==> config.mk <==
export PLATFORM = sky130hd
export DESIGN_NAME = updown_count_monitor_flat
export DESIGN_NICKNAME = d
export VERILOG_FILES = /design/src/rtl/updown_count_monitor_if.sv /design/src/rtl/updown_count_monitor.sv /design/src/flat_wrapper.sv
export SDC_FILE = /design/constraint.sdc
export NUM_CORES = 1
export LEC_CHECK = 0
export CORE_AREA = 3 3 65 67
export CTS_BUF_LIST = sky130_fd_sc_hd__clkbuf_16
export CTS_CLUSTER_DIAMETER = 150
export DETAILED_ROUTE_END_ITERATION = 8
export DIE_AREA = 0 0 68 70
export PLACE_DENSITY = 0.74
export SLEW_MARGIN = 20
export SYNTH_ARGS = -nofsm -noshare
export SYNTH_HDL_FRONTEND = slang
export SYNTH_SLANG_ARGS = --single-unit
==> constraint.sdc <==
create_clock -name clk -period 4.5 [get_ports clk]
set_input_delay 0.9 -clock clk [delete_from_list [all_inputs] [get_ports clk]]
set_output_delay 0.9 -clock clk [all_outputs]
set_load 0.01 [all_outputs]
==> src/rtl/updown_count_monitor_if.sv <==
// Bus bundle for updown_count_monitor.
//   count/mode : sampled counter value and the direction driven to that counter
//   en         : sample-valid
//   clr        : synchronous clear of monitor state and statistics
//   wrap_up, wrap_dn, dir_chg, step_err : one-cycle event pulses
//   err_cnt    : saturating step-error count
//   lap_cnt    : net laps, modulo 256
//   fault      : sticky error-limit flag
// master = stimulus side, slave = monitor side.
interface updown_count_monitor_if;
  logic [2:0] count;
  logic       mode;
  logic       en;
  logic       clr;
  logic       wrap_up;
  logic       wrap_dn;
  logic       dir_chg;
  logic       step_err;
  logic [7:0] err_cnt;
  logic [7:0] lap_cnt;
  logic       fault;

  modport master (
    output count, mode, en, clr,
    input  wrap_up, wrap_dn, dir_chg, step_err, err_cnt, lap_cnt, fault
  );

  modport slave (
    input  count, mode, en, clr,
    output wrap_up, wrap_dn, dir_chg, step_err, err_cnt, lap_cnt, fault
  );
endinterface

==> src/rtl/updown_count_monitor.sv <==
// Checks the step sequence of a 3-bit up/down counter.
// Each valid sample is compared against the previous sample advanced by one
// in the previous direction (mod 8). Wraps, direction changes and illegal
// steps are flagged with registered one-cycle pulses; errors and net laps
// are counted, and a sticky fault is raised once the error count reaches
// ERR_LIMIT.
//   clk : clock
//   rst : asynchronous active-low reset
//   bus : updown_count_monitor_if.slave (inputs count/mode/en/clr, all outputs)
module updown_count_monitor #(
  parameter int ERR_LIMIT = 4
) (
  input  logic clk,
  input  logic rst,
  updown_count_monitor_if.slave bus
);

  localparam logic [7:0] LIMIT = 8'(ERR_LIMIT);

  typedef enum logic [1:0] {IDLE, TRACK, FAULT} state_t;

  state_t     state;
  logic [2:0] prev_count;
  logic       prev_mode;

  logic       wrap_up_q, wrap_dn_q, dir_chg_q, step_err_q, fault_q;
  logic [7:0] err_cnt_q, lap_cnt_q;

  logic [2:0] expected;
  logic       legal;
  logic [7:0] err_nx;

  // Expected next count wraps naturally in 3 bits.
  always_comb begin
    expected = prev_mode ? prev_count + 3'd1 : prev_count - 3'd1;
    legal    = (bus.count == expected);
    err_nx   = (!legal && err_cnt_q != 8'hFF) ? err_cnt_q + 8'd1 : err_cnt_q;
  end

  always_ff @(posedge clk or negedge rst) begin
    if (!rst) begin
      state      <= IDLE;
      prev_count <= 3'd0;
      prev_mode  <= 1'b0;
      wrap_up_q  <= 1'b0;
      wrap_dn_q  <= 1'b0;
      dir_chg_q  <= 1'b0;
      step_err_q <= 1'b0;
      fault_q    <= 1'b0;
      err_cnt_q  <= 8'd0;
      lap_cnt_q  <= 8'd0;
    end else begin
      wrap_up_q  <= 1'b0;
      wrap_dn_q  <= 1'b0;
      dir_chg_q  <= 1'b0;
      step_err_q <= 1'b0;
      if (bus.clr) begin
        state      <= IDLE;
        prev_count <= 3'd0;
        prev_mode  <= 1'b0;
        fault_q    <= 1'b0;
        err_cnt_q  <= 8'd0;
        lap_cnt_q  <= 8'd0;
      end else if (bus.en) begin
        // Reference always follows the latest sample, so an error resyncs.
        prev_count <= bus.count;
        prev_mode  <= bus.mode;
        if (state == IDLE) begin
          state <= TRACK;
        end else begin
          step_err_q <= !legal;
          err_cnt_q  <= err_nx;
          dir_chg_q  <= (bus.mode != prev_mode);
          wrap_up_q  <= legal &&  prev_mode && prev_count == 3'd7 && bus.count == 3'd0;
          wrap_dn_q  <= legal && !prev_mode && prev_count == 3'd0 && bus.count == 3'd7;
          if (legal && prev_mode && prev_count == 3'd7)
            lap_cnt_q <= lap_cnt_q + 8'd1;
          else if (legal && !prev_mode && prev_count == 3'd0)
            lap_cnt_q <= lap_cnt_q - 8'd1;
          // Fault rises together with the step_err that reaches the limit.
          if (state == TRACK && err_nx >= LIMIT) begin
            state   <= FAULT;
            fault_q <= 1'b1;
          end
        end
      end
    end
  end

  assign bus.wrap_up  = wrap_up_q;
  assign bus.wrap_dn  = wrap_dn_q;
  assign bus.dir_chg  = dir_chg_q;
  assign bus.step_err = step_err_q;
  assign bus.err_cnt  = err_cnt_q;
  assign bus.lap_cnt  = lap_cnt_q;
  assign bus.fault    = fault_q;

endmodule

==> src/flat_wrapper.sv <==
// flat-port wrapper written by rule: the top's interface ports become plain ports
module updown_count_monitor_flat 
#(
  parameter int ERR_LIMIT = 4
)
  (clk, rst, bus_count, bus_mode, bus_en, bus_clr, bus_wrap_up, bus_wrap_dn, bus_dir_chg, bus_step_err, bus_err_cnt, bus_lap_cnt, bus_fault);
  updown_count_monitor_if bus_i ();
  input  logic clk;
  input  logic rst;
  input wire logic [$bits(bus_i.count)-1:0] bus_count;
  input wire logic [$bits(bus_i.mode)-1:0] bus_mode;
  input wire logic [$bits(bus_i.en)-1:0] bus_en;
  input wire logic [$bits(bus_i.clr)-1:0] bus_clr;
  output wire logic [$bits(bus_i.wrap_up)-1:0] bus_wrap_up;
  output wire logic [$bits(bus_i.wrap_dn)-1:0] bus_wrap_dn;
  output wire logic [$bits(bus_i.dir_chg)-1:0] bus_dir_chg;
  output wire logic [$bits(bus_i.step_err)-1:0] bus_step_err;
  output wire logic [$bits(bus_i.err_cnt)-1:0] bus_err_cnt;
  output wire logic [$bits(bus_i.lap_cnt)-1:0] bus_lap_cnt;
  output wire logic [$bits(bus_i.fault)-1:0] bus_fault;
  assign bus_i.count = bus_count;
  assign bus_i.mode = bus_mode;
  assign bus_i.en = bus_en;
  assign bus_i.clr = bus_clr;
  assign bus_wrap_up = bus_i.wrap_up;
  assign bus_wrap_dn = bus_i.wrap_dn;
  assign bus_dir_chg = bus_i.dir_chg;
  assign bus_step_err = bus_i.step_err;
  assign bus_err_cnt = bus_i.err_cnt;
  assign bus_lap_cnt = bus_i.lap_cnt;
  assign bus_fault = bus_i.fault;
  updown_count_monitor #(.ERR_LIMIT(ERR_LIMIT)) u_core (.clk(clk), .rst(rst), .bus(bus_i));
endmodule
==> flow_summary.yaml, run 1 <==
layout:
  nFillCells: 359
  drive_gt1_frac: 0.0583
  antennaDiodeCount: 0
  layout_common_cells: "clkdlybuf4s50_1 (27), dfrtp_1 (27), nor2_1 (21)"
  areaGrowthSynthToFinish_pct: 24.5
  utilization: 0.556
  fin_nets: 224
placement:
  globalplace.congestion: 0.876
  io_buffers: 28
  hpwl_um: 2590
synth:
  yosysWarnings: 0
  synth_area_um2: 1650
  async_flop_share: 1.00
  yosysUniqueCellTypes: 38
  ys_seq_area_frac: 0.410
  syn_inst: 177
  ys_ff_latch: 27
  synthFlopType: "dfrtp_1"
  synth_nets: 194
  synth_edf_count: 0
  syn_area_per_cell_um2: 9.30
timing:
  relSlewSlack: 0.535
  tightest_slew_ns: 0.696
  finalCritPeriodShare: 0.873
  fin_crit_ns: 3.93
  hold_viol_final: 0
  skew_ns: 0.00443
  rsz0062_at_grt: "no"
  max_freq_mhz: 254
  finalSetupViolCount: 0
  slew_viol_final: 0
  fin_tns_setup_ns: 0
route:
  wirelength_um: 3490
  drcViolationCount: 0
  drt_pass1_iterations: 4
  vias_per_cell: 5.30
  drtIter0Drc: 97
  vias: 1347
  antenna_left: 0
  wl_per_cell_um: 13.7
worst_setup_path:
  critPathLaunchType: "input pin"
  cp.arrival_ns: 4.11
  setup.worst_path.end_class: "register"
  crit_fanout: 6
  critPathKind: "input pin to register"
  worstPathRequired_ns: 4.68
clocking:
  cts_tree: "done"
  cts_num_sinks: 27
  cts_resized: 0
  cts_setup_buffers: 0
  htree_levels: 1
  ctsHoldBuffers: 0
  clk_latency_ns: 0.26
  cts.reportedPaths.clkPinSlew_ns: 0.07
  cts_root_buf: "clkbuf_16"
  cts_buffers: 3
  clk_path_buf_depth: 2
grt:
  grt_pass1_wl_um: 6100
  antenna_found_initial: 0
  grt_pass1_vias: 1336
  grt_overflow: 0
  grt_max_degree: 25
  grtUsageTotal: 0.161
floorplanning:
  core_um2: 3690
  rows: 22
  die_y_um: 70
  top_level_ports: 29
  initial_core_util: 0.446
  die_w_um: 68
  die_area_um2: 4760
run_status:
  status: "finished clean"
power_and_ir_drop:
  ir_drop_uv: 160
  power_density_nw_per_um2: 280
  p_leak_nw: 0.862
hold_path:
  hold_class: "register to register"
job:
  maxCapViolCount: 0
[sequential cells by signal, summed over array words and instances (netlist names)]
name,flops
u_core.bus.dir_chg,1
u_core.state,2
u_core.bus.err_cnt,8
u_core.bus.step_err,1
u_core.prev_mode,1
u_core.bus.wrap_up,1
u_core.bus.wrap_dn,1
u_core.prev_count,3
u_core.bus.fault,1
u_core.bus.lap_cnt,8
[metal layers]
layer	vias up	GRT usage	wire, µm
met5	-	0	0
met4	0	0.0508	17
met3	4	0.0418	141
met2	29	0.232	1650
met1	631	0.231	1680
li1	683	-	-
[worst paths after layout]
path	start	endpoint	slack [ns]	cells after the start
hold reg to reg	u_core.bus.fault$_DFFE_PN0P_	u_core.bus.fault$_DFFE_PN0P_	0.51	1
max in group asynchronous	rst	u_core.bus.lap_cnt[1]$_DFFE_PN0P_	3.41	2
setup reg to reg	u_core.prev_mode$_DFFE_PN0N_	u_core.bus.lap_cnt[7]$_DFFE_PN0P_	0.66	14
min in group asynchronous	rst	u_core.prev_count[2]$_DFFE_PN0N_	0.62	1
setup / recovery	bus_count[1]	u_core.bus.lap_cnt[7]$_DFFE_PN0P_	0.57	13
hold / removal	u_core.bus.fault$_DFFE_PN0P_	u_core.bus.fault$_DFFE_PN0P_	0.51	1
[logic make-up (layout without fill, tap and decap cells)]
family                     after synthesis  count (layout)  share of synthesized area
AOI/OAI and AO/OA                       36              36                      0.136
and+or+nand+nor                         69              69                      0.207
muxes                                    7               7                     0.0433
xor gates and xnor gates                15              15                     0.0889
buffers and inverters                   14              43                     0.0372
adders and majority gates                9               9                     0.0775
DFF                                     27              27                      0.410
[report_power, final]
group / switching [W] / internal (W) / total (W)
sequential: 0.0000129 / 0.000252 / 0.000265
clock: 0.0000810 / 0.000120 / 0.000201
combinational: 0.0000572 / 0.0000497 / 0.000107
total: 0.000151 / 0.000422 / 0.000573
[cells in the mapped netlist, types with 5 or more instances]
cell      n  area, µm²
xor2_1    6       52.6
nor2_1   21       78.8
nor2b_1   5       31.3
nand2_1  14       52.6
dfrtp_1  27        676
a21oi_1  10       50.1
ha_1      7       87.6
xnor2_1   7       61.3
inv_1     9       33.8
nand3_1   6       30.0
o21ai_0  11       55.1
mux2i_1   6       60.1
or3_1     5       31.3
[stage by stage]
stage / instances / hold WS [ns] / total power [W] / area (µm²) / setup slack [ns]
floorplan: 177 / 0.524 / 0.000341 / 1650 / 0.923
finish: 254 / 0.507 / 0.000573 / 2050 / 0.570
detailed placement: 250 / 0.488 / 0.000377 / 1970 / 0.328
global route: 254 / 0.547 / 0.000605 / 2050 / 0.252
global placement: 250 / 0.489 / 0.000375 / 1970 / 0.397
CTS: 254 / 0.514 / 0.000582 / 2050 / 0.578
[critical path, cell delays in order]
cell             delay (ns)
clkdlybuf4s50_1        0.48
xor2_1                 0.17
nor2_1                 0.31
nand2_1                0.17
nor2_1                 0.14
inv_1                  0.13
ha_1                   0.35
a21oi_1                0.18
nor2b_1                0.07
o32ai_1                0.28
mux2_2                 0.37
or4_1                  0.40
a21oi_1                0.14
[cell type report]
| class | count | area [µm²] | share of cell area |
|---|---|---|---|
| repair buffers | 30 | 290 | 0.142 |
| flip-flops and latches | 27 | 676 | 0.330 |
| well taps | 48 | 60.1 | 0.0293 |
| clock inverters | 1 | 5.00 | 0.00244 |
| clock buffers | 3 | 75.1 | 0.0366 |
| multi-input cells | 136 | 910 | 0.444 |
| inverters | 9 | 33.8 | 0.0165 |
(Power assumes the default switching activity.)
==> run 2: changes to the inputs <==
Settings changed: CTS_BUF_LIST sky130_fd_sc_hd__clkbuf_16 to sky130_fd_sc_hd__clkbuf_4.
==> run 2 against run 1 <==
  * Worst hold slack improved by 0.019 ns
  * Core utilization decreased by 1.4 points
  * Clock skew increased by 0.00062 ns
  * Largest power group unchanged
  * Register-to-register slack about the same
==> flow_summary.yaml, run 2 (synthesized netlist as in run 1, its figures left out) <==
timing:
  max_freq_mhz: 261
  hold_viol_final: 0
  tightest_slew_ns: 0.697
  finalCritPeriodShare: 0.852
  fin_tns_setup_ns: 0
  fin_crit_ns: 3.83
  finalSetupViolCount: 0
  skew_ns: 0.00505
  slew_viol_final: 0
  relSlewSlack: 0.534
  rsz0062_at_grt: "no"
power_and_ir_drop:
  ir_drop_uv: 159
  power_density_nw_per_um2: 239
  p_leak_nw: 0.839
clocking:
  cts_num_sinks: 27
  cts_buffers: 3
  cts.reportedPaths.clkPinSlew_ns: 0.15
  cts_resized: 0
  clk_latency_ns: 0.32
  cts_setup_buffers: 0
  clk_path_buf_depth: 2
  cts_root_buf: "clkbuf_4"
  ctsHoldBuffers: 0
  htree_levels: 1
  cts_tree: "done"
grt:
  grtUsageTotal: 0.157
  grt_max_degree: 25
  grt_overflow: 0
  grt_pass1_wl_um: 6080
  grt_pass1_vias: 1325
  antenna_found_initial: 0
worst_setup_path:
  crit_slowest_cell: "fa_1"
  worstPathRequired_ns: 4.75
  cp.arrival_ns: 4.08
  critPathLaunchType: "register"
  crit_path_max_incr_delay_ns: 0.49
  critPathKind: "register to register"
  crit_chain: "inv_1 > fa_1 > xor2_1 > nor2_1 > nand2_1 > nor2_1 > inv_1 > ha_1 > a21oi_1 > nor2b_1 > o32ai_1 > mux2_2 > or4_1 > a21oi_1"
  setup.worst_path.end_class: "register"
  crit_fanout: 6
run_status:
  status: "finished clean"
hold_path:
  hold_class: "input pin to async pin"
floorplanning:
  core_um2: 3690
  die_w_um: 68
  rows: 22
  die_area_um2: 4760
  top_level_ports: 29
  die_y_um: 70
  initial_core_util: 0.446
layout:
  multiInputGateArea_um2: 910
  areaGrowthSynthToFinish_pct: 21.3
  drive_gt1_frac: 0.0583
  antennaDiodeCount: 0
  register_area_um2: 676
  nFillCells: 369
  fin_nets: 224
  layout_common_cells: "clkdlybuf4s50_1 (27), dfrtp_1 (27), nor2_1 (21)"
  stdcell_area_um2: 2000
route:
  drt_pass1_iterations: 4
  vias_per_cell: 5.34
  wirelength_um: 3430
  antenna_left: 0
  drcViolationCount: 0
  wl_per_cell_um: 13.5
  drtIter0Drc: 68
  vias: 1357
placement:
  hpwl_um: 2590
  postPlaceCellArea_um2: 1970
  io_buffers: 28
  globalplace.congestion: 0.876
job:
  maxCapViolCount: 0
-- run 2: cell count changes in the layout (fill, tap and decap cells not counted) --
cell,delta
clkbuf_16,-3
clkbuf_4,+3
-- run 2: through the flow --
step	hold slack [ns]	power [W]	utilization	cells	worst slack, ns
3_3_place_gp	0.489	0.000375	0.535	250	0.397
6_report	0.526	0.000477	0.541	254	0.668
5_1_grt	0.547	0.000509	0.541	254	0.319
2_1_floorplan	0.524	0.000341	-	177	0.923
3_5_place_dp	0.488	0.000377	0.535	250	0.328
4_1_cts	0.531	0.000483	0.543	254	0.667
-- run 2: metal layers --
| metal | track usage | routed length, µm | part of all wire | vias to the layer above |
|---|---|---|---|---|
| met2 | 0.237 | 1570 | 0.46 | 32 |
| met1 | 0.233 | 1700 | 0.50 | 640 |
| met5 | 0 | 0 | 0 | - |
| met4 | 0.0199 | 9 | 0.0026 | 0 |
| met3 | 0.0386 | 148 | 0.043 | 2 |
| li1 | - | - | - | 683 |
-- run 2: path summary, 6_finish.rpt --
kind                                              startpoint                           endpoint  slack (ns)  depth (start not counted)
worst max-delay path            u_core.prev_mode$_DFFE_PN0N_  u_core.bus.lap_cnt[7]$_DFFE_PN0P_        0.67                         14
worst min-delay path                                     rst   u_core.prev_count[1]$_DFFE_PN0N_        0.53                          1
worst max register to register  u_core.prev_mode$_DFFE_PN0N_  u_core.bus.lap_cnt[7]$_DFFE_PN0P_        0.67                         14
worst min register to register  u_core.bus.fault$_DFFE_PN0P_       u_core.bus.fault$_DFFE_PN0P_        0.53                          1
max in group asynchronous                                rst  u_core.bus.lap_cnt[3]$_DFFE_PN0P_        3.50                          2
min in group clk                u_core.bus.fault$_DFFE_PN0P_       u_core.bus.fault$_DFFE_PN0P_        0.53                          1
-- run 2: where the power goes --
group	internal (W)	switching [W]
combinational	0.0000496	0.0000570
clock	0.0000333	0.0000720
sequential	0.000252	0.0000129
total	0.000335	0.000142
-- run 2: critical path: cells and delay by family, from the launching register on --
family / cells / cell delay [ns]
DFF: 1 / 0.48
adders and majority gates: 2 / 0.84
xor gates and xnor gates: 1 / 0.17
AOI/OAI and AO/OA: 3 / 0.59
muxes: 1 / 0.37
buffers and inverters: 2 / 0.22
and+or+nand+nor: 5 / 1.09
-- run 2: area by class of cell --
cell class,count,share of cell area
multi-input cells,136,0.456
flip-flops and latches,27,0.338
repair buffers,30,0.145
well taps,48,0.0301
inverters,9,0.0169
clock buffers,3,0.0113
clock inverters,1,0.00251
